===== src/rtl/ps2_pkg.sv =====
// Shared definitions for the PS/2 host transmitter and the line filter it
// shares with the mouse receiver.
package ps2_pkg;

  // Host-to-device transfer sequence
  typedef enum logic [3:0] {
    IDLE,
    INHIBIT,
    RTS,
    WAIT_CLK,
    SHIFT,
    ACK,
    WAIT_IDLE,
    DONE,
    ERR
  } ps2_tx_state_t;

  // Failure reasons reported on tx_err_code
  localparam logic [1:0] ERR_NONE  = 2'b00;
  localparam logic [1:0] ERR_START = 2'b01;
  localparam logic [1:0] ERR_XFER  = 2'b10;
  localparam logic [1:0] ERR_NOACK = 2'b11;

  // Mouse commands
  localparam logic [7:0] PS2_CMD_RESET  = 8'hFF;
  localparam logic [7:0] PS2_CMD_ENABLE = 8'hF4;

  // PS/2 frames carry odd parity over the eight data bits
  function automatic logic odd_parity(input logic [7:0] d);
    return ~^d;
  endfunction

endpackage


===== src/rtl/ps2_line_filter.sv =====
// Synchronizes the raw ps2clk/ps2data pins, debounces ps2clk and produces a
// one-cycle strobe on each accepted falling clock edge.
module ps2_line_filter #(
  parameter int FILTER_LEN = 8
) (
  input  logic sysClk,
  input  logic iRst_n,
  input  logic clk_raw,
  input  logic data_raw,
  output logic clk_filt,
  output logic data_sync,
  output logic fall
);

  localparam int FCW = (FILTER_LEN > 1) ? $clog2(FILTER_LEN) : 1;
  localparam logic [FCW-1:0] RUN_LIM = FCW'(FILTER_LEN - 1);

  logic [1:0]     clk_sync;
  logic [1:0]     data_sync_q;
  logic [FCW-1:0] run_cnt;

  // Two-flop synchronizers; idle PS/2 lines are high, so reset to 1
  always_ff @(posedge sysClk or negedge iRst_n) begin
    if (!iRst_n) begin
      clk_sync    <= 2'b11;
      data_sync_q <= 2'b11;
    end else begin
      clk_sync    <= {clk_sync[0], clk_raw};
      data_sync_q <= {data_sync_q[0], data_raw};
    end
  end

  // Accept a new clock level only after FILTER_LEN consecutive differing samples
  always_ff @(posedge sysClk or negedge iRst_n) begin
    if (!iRst_n) begin
      clk_filt <= 1'b1;
      run_cnt  <= '0;
      fall     <= 1'b0;
    end else begin
      fall <= 1'b0;
      if (clk_sync[1] == clk_filt) begin
        run_cnt <= '0;
      end else if (run_cnt == RUN_LIM) begin
        clk_filt <= clk_sync[1];
        run_cnt  <= '0;
        fall     <= clk_filt & ~clk_sync[1];
      end else begin
        run_cnt <= run_cnt + 1'b1;
      end
    end
  end

  assign data_sync = data_sync_q[1];

endmodule


===== src/rtl/ps2_host_tx.sv =====
// PS/2 host-to-device transmitter: sends one command byte to the mouse by
// pulling the open-drain lines low through ps2clk_oe/ps2data_oe.
//
// Handshake: a command is taken on any cycle where tx_valid and tx_ready are
// both high. tx_ready is high only in IDLE, so a request presented while busy
// is not taken and not queued; the requester must hold tx_valid until ready.
module ps2_host_tx
  import ps2_pkg::*;
#(
  parameter int INHIBIT_CYCLES = 10000,
  parameter int START_TIMEOUT  = 1500000,
  parameter int XFER_TIMEOUT   = 200000,
  parameter int FILTER_LEN     = 8
) (
  input  logic          sysClk,
  input  logic          iRst_n,
  input  logic          tx_valid,
  input  logic [7:0]    tx_data,
  output logic          tx_ready,
  output logic          busy,
  output logic          tx_done,
  output logic          tx_err,
  output logic [1:0]    tx_err_code,
  input  logic          ps2clk_in,
  input  logic          ps2data_in,
  output logic          ps2clk_oe,
  output logic          ps2data_oe,
  output ps2_tx_state_t dbg_state
);

  // One counter width covers every interval; it also fits XFER_TIMEOUT so a
  // larger transfer budget can never be cut short by saturation.
  localparam int MAX_AB  = (START_TIMEOUT > INHIBIT_CYCLES) ? START_TIMEOUT : INHIBIT_CYCLES;
  localparam int MAX_CNT = (XFER_TIMEOUT > MAX_AB) ? XFER_TIMEOUT : MAX_AB;
  localparam int CW      = $clog2(MAX_CNT + 1);

  localparam logic [CW-1:0] INH_LIM   = CW'(INHIBIT_CYCLES - 1);
  localparam logic [CW-1:0] START_LIM = CW'(START_TIMEOUT - 1);
  localparam logic [CW-1:0] XFER_LIM  = CW'(XFER_TIMEOUT - 1);
  localparam logic [CW-1:0] CNT_SAT   = {CW{1'b1}};

  ps2_tx_state_t state, state_next;
  logic [CW-1:0] cnt;
  logic [CW-1:0] xfer_cnt;
  logic [3:0]    bitcnt;
  logic [8:0]    frame;
  logic          data_oe_q;
  logic [1:0]    err_code_q;
  logic          err_load;
  logic [1:0]    err_val;
  logic          clk_filt;
  logic          data_sync;
  logic          fall;
  logic          start_to;
  logic          xfer_to;

  ps2_line_filter #(
    .FILTER_LEN(FILTER_LEN)
  ) u_filter (
    .sysClk   (sysClk),
    .iRst_n   (iRst_n),
    .clk_raw  (ps2clk_in),
    .data_raw (ps2data_in),
    .clk_filt (clk_filt),
    .data_sync(data_sync),
    .fall     (fall)
  );

  // cnt runs from the RTS cycle, so START_TIMEOUT is measured from RTS;
  // xfer_cnt runs from the first device falling edge.
  assign start_to = (cnt >= START_LIM);
  assign xfer_to  = (xfer_cnt >= XFER_LIM);

  // State register
  always_ff @(posedge sysClk or negedge iRst_n) begin
    if (!iRst_n) state <= IDLE;
    else         state <= state_next;
  end

  // Next-state and per-state outputs; timeouts are checked before fall
  always_comb begin
    state_next = state;
    tx_ready   = 1'b0;
    busy       = 1'b1;
    tx_done    = 1'b0;
    tx_err     = 1'b0;
    ps2clk_oe  = 1'b0;
    err_load   = 1'b0;
    err_val    = ERR_NONE;
    case (state)
      IDLE: begin
        tx_ready = 1'b1;
        busy     = 1'b0;
        if (tx_valid) state_next = INHIBIT;
      end
      INHIBIT: begin
        ps2clk_oe = 1'b1;
        if (cnt >= INH_LIM) state_next = RTS;
      end
      RTS: begin
        ps2clk_oe  = 1'b1;
        state_next = WAIT_CLK;
      end
      WAIT_CLK: begin
        if (start_to) begin
          state_next = ERR;
          err_load   = 1'b1;
          err_val    = ERR_START;
        end else if (fall) begin
          state_next = SHIFT;
        end
      end
      SHIFT: begin
        if (xfer_to) begin
          state_next = ERR;
          err_load   = 1'b1;
          err_val    = ERR_XFER;
        end else if (fall && bitcnt == 4'd9) begin
          state_next = ACK;
        end
      end
      ACK: begin
        if (xfer_to) begin
          state_next = ERR;
          err_load   = 1'b1;
          err_val    = ERR_XFER;
        end else if (fall) begin
          if (!data_sync) begin
            state_next = WAIT_IDLE;
          end else begin
            state_next = ERR;
            err_load   = 1'b1;
            err_val    = ERR_NOACK;
          end
        end
      end
      WAIT_IDLE: begin
        if (xfer_to) begin
          state_next = ERR;
          err_load   = 1'b1;
          err_val    = ERR_XFER;
        end else if (clk_filt && data_sync) begin
          state_next = DONE;
        end
      end
      DONE: begin
        tx_done    = 1'b1;
        state_next = IDLE;
      end
      ERR: begin
        tx_err     = 1'b1;
        state_next = IDLE;
      end
      default: state_next = IDLE;
    endcase
  end

  // Frame, counters and data line; data only changes the cycle after a fall
  always_ff @(posedge sysClk or negedge iRst_n) begin
    if (!iRst_n) begin
      cnt        <= '0;
      xfer_cnt   <= '0;
      bitcnt     <= '0;
      frame      <= '0;
      data_oe_q  <= 1'b0;
      err_code_q <= ERR_NONE;
    end else begin
      case (state)
        IDLE: begin
          if (tx_valid) begin
            frame      <= {odd_parity(tx_data), tx_data};
            cnt        <= '0;
            xfer_cnt   <= '0;
            bitcnt     <= '0;
            err_code_q <= ERR_NONE;
            data_oe_q  <= 1'b0;
          end
        end
        INHIBIT: begin
          if (state_next == RTS) begin
            cnt       <= '0;
            data_oe_q <= 1'b1;
          end else begin
            cnt <= (cnt == CNT_SAT) ? cnt : cnt + 1'b1;
          end
        end
        RTS: cnt <= (cnt == CNT_SAT) ? cnt : cnt + 1'b1;
        WAIT_CLK: begin
          cnt <= (cnt == CNT_SAT) ? cnt : cnt + 1'b1;
          if (state_next == SHIFT) begin
            data_oe_q <= ~frame[0];
            bitcnt    <= 4'd1;
            xfer_cnt  <= CW'(1);
          end
        end
        SHIFT: begin
          xfer_cnt <= (xfer_cnt == CNT_SAT) ? xfer_cnt : xfer_cnt + 1'b1;
          if (fall && !xfer_to) begin
            if (bitcnt == 4'd9) data_oe_q <= 1'b0;
            else                data_oe_q <= ~frame[bitcnt];
            bitcnt <= bitcnt + 4'd1;
          end
        end
        ACK, WAIT_IDLE: xfer_cnt <= (xfer_cnt == CNT_SAT) ? xfer_cnt : xfer_cnt + 1'b1;
        default: ;
      endcase
      if (err_load) begin
        err_code_q <= err_val;
        data_oe_q  <= 1'b0;
      end
    end
  end

  assign ps2data_oe  = data_oe_q;
  assign tx_err_code = err_code_q;
  assign dbg_state   = state;

endmodule


===== config.mk =====
export PLATFORM = sky130hd
export DESIGN_NAME = ps2_host_tx
export DESIGN_NICKNAME = d
export VERILOG_FILES = /design/src/rtl/ps2_pkg.sv /design/src/rtl/ps2_line_filter.sv /design/src/rtl/ps2_host_tx.sv
export SDC_FILE = /design/constraint.sdc
export NUM_CORES = 1
export LEC_CHECK = 0
export CORE_ASPECT_RATIO = 0.7
export CORE_MARGIN = 4
export CORE_UTILIZATION = 54
export DETAILED_ROUTE_END_ITERATION = 10
export PLACE_DENSITY_LB_ADDON = 0.15
export SLEW_MARGIN = 10
export SYNTH_ARGS = -nofsm -noshare
export SYNTH_HDL_FRONTEND = slang
export SYNTH_SLANG_ARGS = --single-unit

===== constraint.sdc =====
create_clock -name sysClk -period 2.6 [get_ports sysClk]
set_input_delay 0.39 -clock sysClk [delete_from_list [all_inputs] [get_ports sysClk]]
set_output_delay 0.39 -clock sysClk [all_outputs]
set_load 0.02 [all_outputs]

==> Yosys cells after proc, flatten, opt, wreduce, memory -nomap -nowiden <==
Index checks and enable logic that the tools add are counted.
{ "word_totals": {"regBits": 71, "latchBits": 0, "mem_bits_rw": 0, "mem_bits_ro": 0, "inputBits": 13, "output_inout_bits": 12, "n_memories": 0} }
{ "op_classes": {"addsub": 4, "multipliers": 0, "n_div": 0, "order_cmp": 4, "n_eq_ne": 23, "n_shift": 0, "n_mux": 56, "bitwise_logic": 5, "reduce_logical": 23} }
{ "op_table": {"columns": ["cell", "count"], "rows": [
  ["$pmux W21 S3", 2],
  ["$mux W21", 5],
  ["$mux W4", 14],
  ["$add A21 B1 Y21 const B", 2],
  ["$eq A21 B21 Y1 const B", 2],
  ["$pmux W4 S7", 1],
  ["$ge A21 B14 Y1 const B", 1],
  ["$ge A21 B18 Y1 const B", 1],
  ["$ge A21 B21 Y1 const B", 1],
  ["$eq A4 B3 Y1 const B", 5],
  ["$mux W1", 20],
  ["$mux W2", 7],
  ["$eq A4 B2 Y1 const B", 3],
  ["$ne A3 B3 Y1 const B", 4],
  ["$pmux W4 S3", 1],
  ["$reduce_bool A3 Y1", 3],
  ["$eq A4 B4 Y1 const B", 2],
  ["$ne A2 B2 Y1 const B", 4],
  ["$reduce_and A2 Y1", 4],
  ["$reduce_and A4 Y1", 2],
  ["$reduce_xnor A8 Y1", 1],
  ["$mux W3", 2],
  ["$pmux W2 S3", 1],
  ["$reduce_or A2 Y1", 3],
  ["18 further kinds", 24]
]} }

==> Depth between registers and ports, before layout <==
Gate-level depths: netlist of the first run.
{ "depth": {"depth_word": 9, "depth_mapped": 11, "mapped_depth_nobuf": 9} }

==> Hierarchy <==
A second synthesis of the first run with hierarchy kept.
{ "unflattened": {"hier_cells": 443, "hier_area_um2": 4025.1} }
{ "modules_own_cells": {"columns": ["mod", "n_inst", "cells_each", "area_each_um2", "seq_area_each_um2"], "rows": [
  ["ps2_host_tx", 1, 422, 3683.5, 1551.5],
  ["ps2_line_filter", 1, 21, 341.6, 231.5]
]} }

==> Least setup slack after synthesis of the first run <==
Ideal clock, no wire load.
{ "synth_path": {"kind": "flip-flop to flip-flop", "start": "register state[0], in the netlist dbg_state[0]", "end": "register xfer_cnt[13]", "setup_ns": 0.125, "arrival_ns": 2.544, "required_ns": 2.475, "slack_ns": -0.069, "stages_incl_launch_ff": 12, "synth_period_minus_slack_ns": 2.669, "path_cell_list": "dfrtp_1 > clkbuf_1 > nor2_1 > nand2_1 > inv_1 > nand2_1 > o21ai_0 > a21oi_1 > a41oi_4 > buf_6 > nor3b_1 > mux2_2"} }
{ "synth_between": {"elab_chain_len": 6, "word_cells_on_any_way": 26, "cone_classes": "10 x eq/ne; 12 x mux; 4 x reduce/logical"} }
{ "synth_rtl": {"columns": ["element", "line_no", "rtl"], "rows": [
  ["start, declared", "ps2_host_tx.sv:42", "ps2_tx_state_t state, state_next;"],
  ["start signal, assigned", "ps2_host_tx.sv:77", "else state <= state_next;"],
  ["$mux W4, on equally long branches (2 in a row)", null, null],
  ["$pmux W4 S7", "ps2_host_tx.sv:90", "case (state)"],
  ["$eq A4 B3 Y1", "ps2_host_tx.sv:190", "if (state_next == SHIFT) begin"],
  ["$ne A2 B2 Y1 (no source line)", null, null],
  ["$reduce_and A4 Y1 (no source line)", null, null],
  ["end signal, assigned", "ps2_host_tx.sv:197", "xfer_cnt <= (xfer_cnt == CNT_SAT) ? xfer_cnt : xfer_cnt + 1'b1;"],
  ["end signal, assigned", "ps2_host_tx.sv:204", "ACK, WAIT_IDLE: xfer_cnt <= (xfer_cnt == CNT_SAT) ? xfer_cnt : xfer_cnt + 1'b1;"],
  ["end, declared", "ps2_host_tx.sv:44", "logic [CW-1:0] xfer_cnt;"]
]} }
Parallel ways exist; a longest one is shown, timed or not.
A chain may end at the register's enable or synchronous reset.

==> Worst setup path in the final report of the first run <==
{ "layout_path": {"start": "register xfer_cnt[6]", "end": "register xfer_cnt[0]"} }
{ "layout_between": {"elab_chain_len": 6, "word_cells_on_any_way": 10, "cone_classes": "1 x order compare; 4 x eq/ne; 4 x mux; 1 x reduce/logical"} }
{ "layout_rtl": {"columns": ["element", "line_no", "rtl"], "rows": [
  ["$ge A21 B18 Y1", "ps2_host_tx.sv:72", "assign xfer_to = (xfer_cnt >= XFER_LIM);"],
  ["$mux W4, on equally long branches", "ps2_host_tx.sv:138, ps2_host_tx.sv:114, ps2_host_tx.sv:123", null],
  ["$pmux W4 S7", "ps2_host_tx.sv:90", null],
  ["$eq A4 B3 Y1", "ps2_host_tx.sv:190", null],
  ["$ne A2 B2 Y1 (no source line)", null, null],
  ["$reduce_and A4 Y1 (no source line) *", null, null]
]} }
Every way passes the cells marked *; elsewhere a longest branch is shown, timed or not.

==> results of run 1 <==
## repair_timing
action / 4_1_cts / 5_1_grt
pin swaps: 15 / 8
setup buffers: 5 / 4
hold buffers: 0 / 0
cloned: 0 / 1
endpoints found under the hold margin: 0 / 0
gates resized for setup: 15 / 29
endpoints found under the setup margin: 15 / 20
## placed cells by master, fill, tap and decap left out, types with 11 or more instances in the layout
master,netlist,final
sky130_fd_sc_hd__nand4_1,11,11
sky130_fd_sc_hd__dfrtp_1,66,66
sky130_fd_sc_hd__nand2_1,51,49
sky130_fd_sc_hd__nor2_1,55,54
sky130_fd_sc_hd__buf_4,0,66
sky130_fd_sc_hd__nand3_1,20,20
sky130_fd_sc_hd__xor2_1,13,13
sky130_fd_sc_hd__clkdlybuf4s50_1,0,23
sky130_fd_sc_hd__a21oi_1,17,13
sky130_fd_sc_hd__o21ai_0,28,19
sky130_fd_sc_hd__inv_1,15,15
sky130_fd_sc_hd__nor3_1,15,13
sky130_fd_sc_hd__xnor2_1,13,13
## worst min-delay path by stage
stage / end / cells after the start / slack, ns
5_1_grt: cnt[6]$_DFFE_PN0P_ / 2 / 0.07
6_report: cnt[12]$_DFFE_PN0P_ / 2 / 0.05
3_3_place_gp: u_filter.data_sync_q[1]$_DFF_PN1_ / 0 / 0.35
2_1_floorplan: bitcnt[0]$_DFFE_PN0P_ / 0 / 0.09
3_5_place_dp: u_filter.data_sync_q[1]$_DFF_PN1_ / 0 / 0.35
4_1_cts: cnt[7]$_DFFE_PN0P_ / 2 / 0.05
## final cells by class
| cell class | instances | share of cell area |
|---|---|---|
| well taps | 98 | 0.0232 |
| multi-input cells | 346 | 0.432 |
| inverters | 15 | 0.0107 |
| flip-flops and latches | 71 | 0.338 |
| clock buffers | 9 | 0.0235 |
| clock inverters | 7 | 0.0180 |
| repair buffers | 98 | 0.154 |
## power by group through the flow
| stage | combinational [mW] | clock [mW] | sequential [mW] |
|---|---|---|---|
| 4_1_cts | 0.110 | 1.02 | 1.14 |
| 3_3_place_gp | 0.104 | 0 | 1.16 |
| 6_report | 0.107 | 0.998 | 1.14 |
| 2_1_floorplan | 0.0506 | 0 | 1.16 |
| 3_5_place_dp | 0.109 | 0 | 1.16 |
| 5_1_grt | 0.125 | 1.07 | 1.15 |
## logic make-up after synthesis
family | synth area share
AO/OA/AOI/OAI | 0.164
AND/OR/NAND/NOR | 0.242
XOR/XNOR | 0.0563
adder cells (fa/ha/maj) | 0.0247
flip-flops | 0.441
buffers and inverters | 0.0306
multiplexers | 0.0417
## cells in the mapped netlist, drive strengths merged (5+ instances only)
cell type | n | area share
dfrtp | 66 | 0.41
or3 | 8 | 0.012
xor2 | 13 | 0.028
a21oi | 17 | 0.021
nor4 | 7 | 0.014
inv | 15 | 0.014
o211ai | 9 | 0.017
dfstp | 5 | 0.032
o21ai | 30 | 0.037
buf | 5 | 0.0074
xnor2 | 13 | 0.028
o31ai | 10 | 0.019
ha | 8 | 0.025
mux2 | 11 | 0.031
nor2 | 55 | 0.051
nand3 | 20 | 0.025
clkbuf | 10 | 0.0093
a31oi | 9 | 0.014
nand2b | 6 | 0.0093
nand4 | 11 | 0.017
nor3 | 15 | 0.019
and3 | 5 | 0.0077
nand2 | 51 | 0.047
## layer usage
metal,vias up,global-route usage
met2,160,0.369
met5,-,0
met3,22,0.0557
li1,1800,-
met4,0,0.0814
met1,1842,0.359
## sequential cells by signal, summed over array words and instances (netlist names)
register / count
cnt: 21
xfer_cnt: 21
frame: 9
bitcnt: 4
dbg_state: 4
u_filter.run_cnt: 3
tx_err_code: 2
u_filter.clk_sync: 2
u_filter.data_sync_q: 2
ps2data_oe: 1
u_filter.clk_filt: 1
u_filter.fall: 1
## through the flow
stage | util | area [sq um] | setup WS (ns)
finish | 0.724 | 5280 | -0.0910
global route | 0.724 | 5280 | -0.158
CTS | 0.707 | 5150 | -0.00927
detailed placement | 0.662 | 4830 | -0.144
global placement | 0.662 | 4830 | -0.0799
floorplan | - | 4060 | 0.0109
==> flow_summary.ini, run 1 <==
[run_status]
outcome = finished, violations left
violations = setup timing

[global_routing]
initial_antenna_violation_count = 0
number_of_global_route_vias_before_repair = 3549
gr-total-overflow = 0
first_pass_grt_wire_length_mm = 17.6
grt_use_total = 0.248
grt_max_degree = 42

[placement]
portBuffers = 24
place.gp.congestion = 0.987
dpl.hpwl_mm = 7.44
post-place-cells = 618

[clock_tree]
root_buffer_selected_by_cts = sky130_fd_sc_hd__clkbuf_8
clkLatencyLatePin_ns = 0.36
cts_tree = built
clk_transition_reported_paths_ns = 0.08
clock-sinks = 71
clockBufferDepth = 2
cts-htree-levels = 3
cts_buffers = 9

[detailed_routing]
wl_met2_mm = 4.78
detailroute.via_count = 3824
route.detailed.drc = 0
ant_nets = 0
drt_pass1_iterations = 5
vias_per_cell = 5.94
avgRoutedWirePerCell_um = 16.9
drt_wl_total_mm = 10.9
routed.top_layer = met4
drt-initial-drc-count = 410
wl_met1_mm = 5.13
wl_met3_um = 709

[critical_path]
critical_path_fanout_max = 5
critical_path.endpoint_type = register
worstPathBufferInverterCount = 1
critical_path.top_delay_family = simple AND/OR/NAND/NOR gates
crit-reg2reg-capture = xfer_cnt[0]$_DFFE_PN0P_
critical_path_required_ns = 2.85
r2r_start = xfer_cnt[6]$_DFFE_PN0P_
cp_num_cells = 9
worst_setup_path_startpoint = xfer_cnt[6]$_DFFE_PN0P_
crit_path_cell_trace = or4_4 > nor4_4 > a21oi_2 > and2_4 > a32oi_4 > a41oi_4 > buf_6 > or2_4 > mux2_4
slowest_stage = sky130_fd_sc_hd__or4_4
path_class = reg -> reg
critPathLaunchType = register
critical_path_arrival_ns = 2.94
worst-r2r-cell-count = 9
cp_slowest_stage_delay_ns = 0.55
r2r_setup_slack_ns = -0.09
timing.critical_path.to = xfer_cnt[0]$_DFFE_PN0P_

[synthesis]
yosysUniqueCellTypes = 54
ys_seq_elements = 71
post_synth_inst_count = 447
synth_edf_count = 0
ys.warnings.count = 0
synth_async_sr_flop_share = 1.00
syn_area_per_cell_sq_um = 9.05
mappedNetlistNets = 468
yosys_most_used_dff = sky130_fd_sc_hd__dfrtp_1
mappedNetlistArea_sq_um = 4050
yosysSeqAreaShare = 0.441

[sta]
grt_setup_unrepaired = true
report.final.setup_viol = 15
clock_skew_ns = 0.00871
setup_ws_final_ns = -0.0910
final-max-slew-violation-count = 0
finalCritPeriodShare = 1.03
final_critical_path_time_including_i_o_delays_and_setup_ns = 2.69
worst_pin_slew_ns = 0.655
fmax_mhz = 372
report.final.hold_viol_count = 0
finalSetupTns_ns = -0.579
fin_worst_hold_slack_ns = 0.0459
relSlewSlack = 0.562

[die]
top_level_ports = 25
die_area_sq_um = 8960
core_region_area_sq_um = 7290
die_h_um = 80.4
rows = 26
start_util = 0.555
die_w_um = 111

[power]
power_frac_clock = 0.444
vdd.ir_drop.worst_mv = 0.478
power.switching_mw = 0.521
p_int_mw = 1.73
power.share.sequential = 0.508
p_leak_nw = 2.31
power_switching_share = 0.232
power_frac_comb = 0.047
power_density_nw_per_um2 = 426
design_power_total_mw = 2.25

[final_layout]
antennaDiodeCount = 0
final_layout_size_suffix_gt1_frac = 0.258
area_growth_pct = 30.4
area_occupied_by_multi_input_gates_sq_um = 2280
layout.area.seq_sq_um = 1780
num-fill-cells = 551
post_layout_nonfiller_instances = 644
fin_nets = 562

[worst_hold_path]
hp-class = in -> async

[flow_run]
cap_viol_max_count = 0
Note: power is estimated with default switching activity, not from simulation.
==> run 2, diff against run 1 <==
CORE_ASPECT_RATIO = default   (was 0.7)
REMOVE_ABC_BUFFERS = 1   (was default)
==> run 2 against run 1 <==
The flow still finishes with violations (setup timing). Sequential power hardly changed. Core utilization is 0.89 points higher. Fmax is 1.6% higher. Total power is 2.7% higher. Largest cell class unchanged.
==> flow_summary.ini, run 2 (synthesis gave the netlist of run 1 again) <==
[sta]
finalSetupTns_ns = -0.123
final_critical_path_time_including_i_o_delays_and_setup_ns = 2.65
grt_setup_unrepaired = true
final-max-slew-violation-count = 0
finalCritPeriodShare = 1.02
clock_skew_ns = 0.0117
report.final.hold_viol_count = 0
setup_ws_final_ns = -0.0496
relSlewSlack = 0.585
worst_pin_slew_ns = 0.623
fmax_mhz = 377
report.final.setup_viol = 4

[power]
power.share.sequential = 0.495
vdd.ir_drop.worst_mv = 0.347
design_power_total_mw = 2.31
p_leak_nw = 2.30
power_density_nw_per_um2 = 434
power.switching_mw = 0.504
power_frac_comb = 0.047
power_frac_clock = 0.457
power_switching_share = 0.219
p_int_mw = 1.80

[placement]
place.gp.congestion = 0.948
dpl.hpwl_mm = 7.04
post-place-cells = 610
portBuffers = 24

[run_status]
outcome = finished, violations left
violations = setup timing

[critical_path]
worst-r2r-cell-count = 9
critical_path_required_ns = 2.84
path_class = reg -> reg
critical_path.endpoint_type = register
critPathLaunchType = register
r2r_setup_slack_ns = -0.05
crit-reg2reg-capture = xfer_cnt[0]$_DFFE_PN0P_
r2r_start = xfer_cnt[6]$_DFFE_PN0P_
critical_path_arrival_ns = 2.89
critical_path_fanout_max = 8

[worst_hold_path]
hp-class = in -> async

[die]
rows = 31
die_w_um = 94.6
die_area_sq_um = 8940
start_util = 0.558
die_h_um = 94.6
core_region_area_sq_um = 7250
top_level_ports = 25

[clock_tree]
post_cts_hold_buffer_count = 0
cts_tree = built
root_buffer_selected_by_cts = sky130_fd_sc_hd__clkbuf_8
clkLatencyLatePin_ns = 0.35
clk_transition_reported_paths_ns = 0.08
cts-htree-levels = 3
clockBufferDepth = 2
clock-sinks = 71
cts_buffers = 9

[detailed_routing]
detailroute.via_count = 3870
drt_pass1_iterations = 5
drt-initial-drc-count = 352
ant_nets = 0
vias_per_cell = 6.09
avgRoutedWirePerCell_um = 17.3
drt_wl_total_mm = 11.0
route.detailed.drc = 0

[final_layout]
num-fill-cells = 518
top_flop_regs = cnt x21, xfer_cnt x21, frame x9
final_layout_size_suffix_gt1_frac = 0.256
post_layout_nonfiller_instances = 635
layout.core_utilization = 0.733
mostFrequentLayoutCells = sky130_fd_sc_hd__dfrtp_1, sky130_fd_sc_hd__buf_4, sky130_fd_sc_hd__nor2_1, sky130_fd_sc_hd__nand2_1, sky130_fd_sc_hd__clkdlybuf4s50_1
final_common_cell = sky130_fd_sc_hd__dfrtp_1
antennaDiodeCount = 0
fin_nets = 552
area_growth_pct = 31.4

[global_routing]
grt_use_total = 0.247
first_pass_grt_wire_length_mm = 17.4
use_met3 = 0.0422
number_of_global_route_vias_before_repair = 3687
globalRouteMet2Util = 0.389
gr-total-overflow = 0
grt_max_degree = 46
initial_antenna_violation_count = 0
groute.layer.met1.usage = 0.340
gr-max-usage-layer = met2

[flow_run]
cap_viol_max_count = 0
[run 2: stage by stage]
step,instance area (sq um),setup WS [ns],hold WS [ns]
after floorplan,3980,-0.322,0.0944
after global placement,4760,-0.0683,0.346
after CTS,5120,-0.0546,0.0729
after global routing,5320,-0.144,0.0999
final,5320,-0.0496,0.0501
after detailed placement,4760,-0.199,0.350
[run 2: power by group through the flow]
stage	combinational (mW)	sequential (mW)	clock, mW
floorplan	0.0506	1.16	0
global placement	0.107	1.16	0
detailed placement	0.112	1.16	0
CTS	0.113	1.14	1.06
global route	0.126	1.14	1.11
finish	0.109	1.14	1.06
[run 2: cell type report]
type,count,area [sq um],area share
Multi-Input combinational cell,346,2360,0.444
Sequential cell,71,1780,0.335
Timing Repair Buffer,88,759,0.143
Clock buffer,13,169,0.0318
Tap cell,99,124,0.0233
Clock inverter,3,65.1,0.0122
Inverter,15,56.3,0.0106
[run 2: critical path, cell delays in order, from the launching register on]
cell,delay [ns]
sky130_fd_sc_hd__dfrtp_1,0.40
sky130_fd_sc_hd__buf_6,0.12
sky130_fd_sc_hd__o21ai_2,0.11
sky130_fd_sc_hd__o211ai_1,0.18
sky130_fd_sc_hd__a2111oi_4,0.49
sky130_fd_sc_hd__and2_4,0.26
sky130_fd_sc_hd__a21oi_4,0.07
sky130_fd_sc_hd__a41oi_4,0.41
sky130_fd_sc_hd__or2_4,0.21
sky130_fd_sc_hd__mux2_4,0.29
[run 2: what timing repair did]
action / CTS / global route
endpoints found under the setup margin: 15 / 22
gates resized for setup: 16 / 42
gates cloned: 1 / 0
pin swaps: 12 / 17
setup buffers: 5 / 3
[run 2: worst max path at each step]
| stage | cells past startpoint | from | endpoint | slack, ns |
|---|---|---|---|---|
| CTS | 8 | xfer_cnt[12]$_DFFE_PN0P_ | xfer_cnt[10]$_DFFE_PN0P_ | -0.05 |
| global route | 9 | xfer_cnt[6]$_DFFE_PN0P_ | xfer_cnt[0]$_DFFE_PN0P_ | -0.14 |
| floorplan | 9 | dbg_state[2]$_DFF_PN0_ | ps2data_oe$_DFFE_PN0P_ | -0.32 |
| detailed placement | 8 | xfer_cnt[6]$_DFFE_PN0P_ | ps2data_oe$_DFFE_PN0P_ | -0.20 |
| global placement | 8 | xfer_cnt[6]$_DFFE_PN0P_ | ps2data_oe$_DFFE_PN0P_ | -0.07 |
| finish | 9 | xfer_cnt[6]$_DFFE_PN0P_ | xfer_cnt[0]$_DFFE_PN0P_ | -0.05 |
[run 2: layer usage]
metal / wire length, um / up-vias
li1: - / 1787
met1: 4720 / 1844
met2: 5260 / 199
met3: 780 / 40
met4: 260 / 0
met5: 0 / -
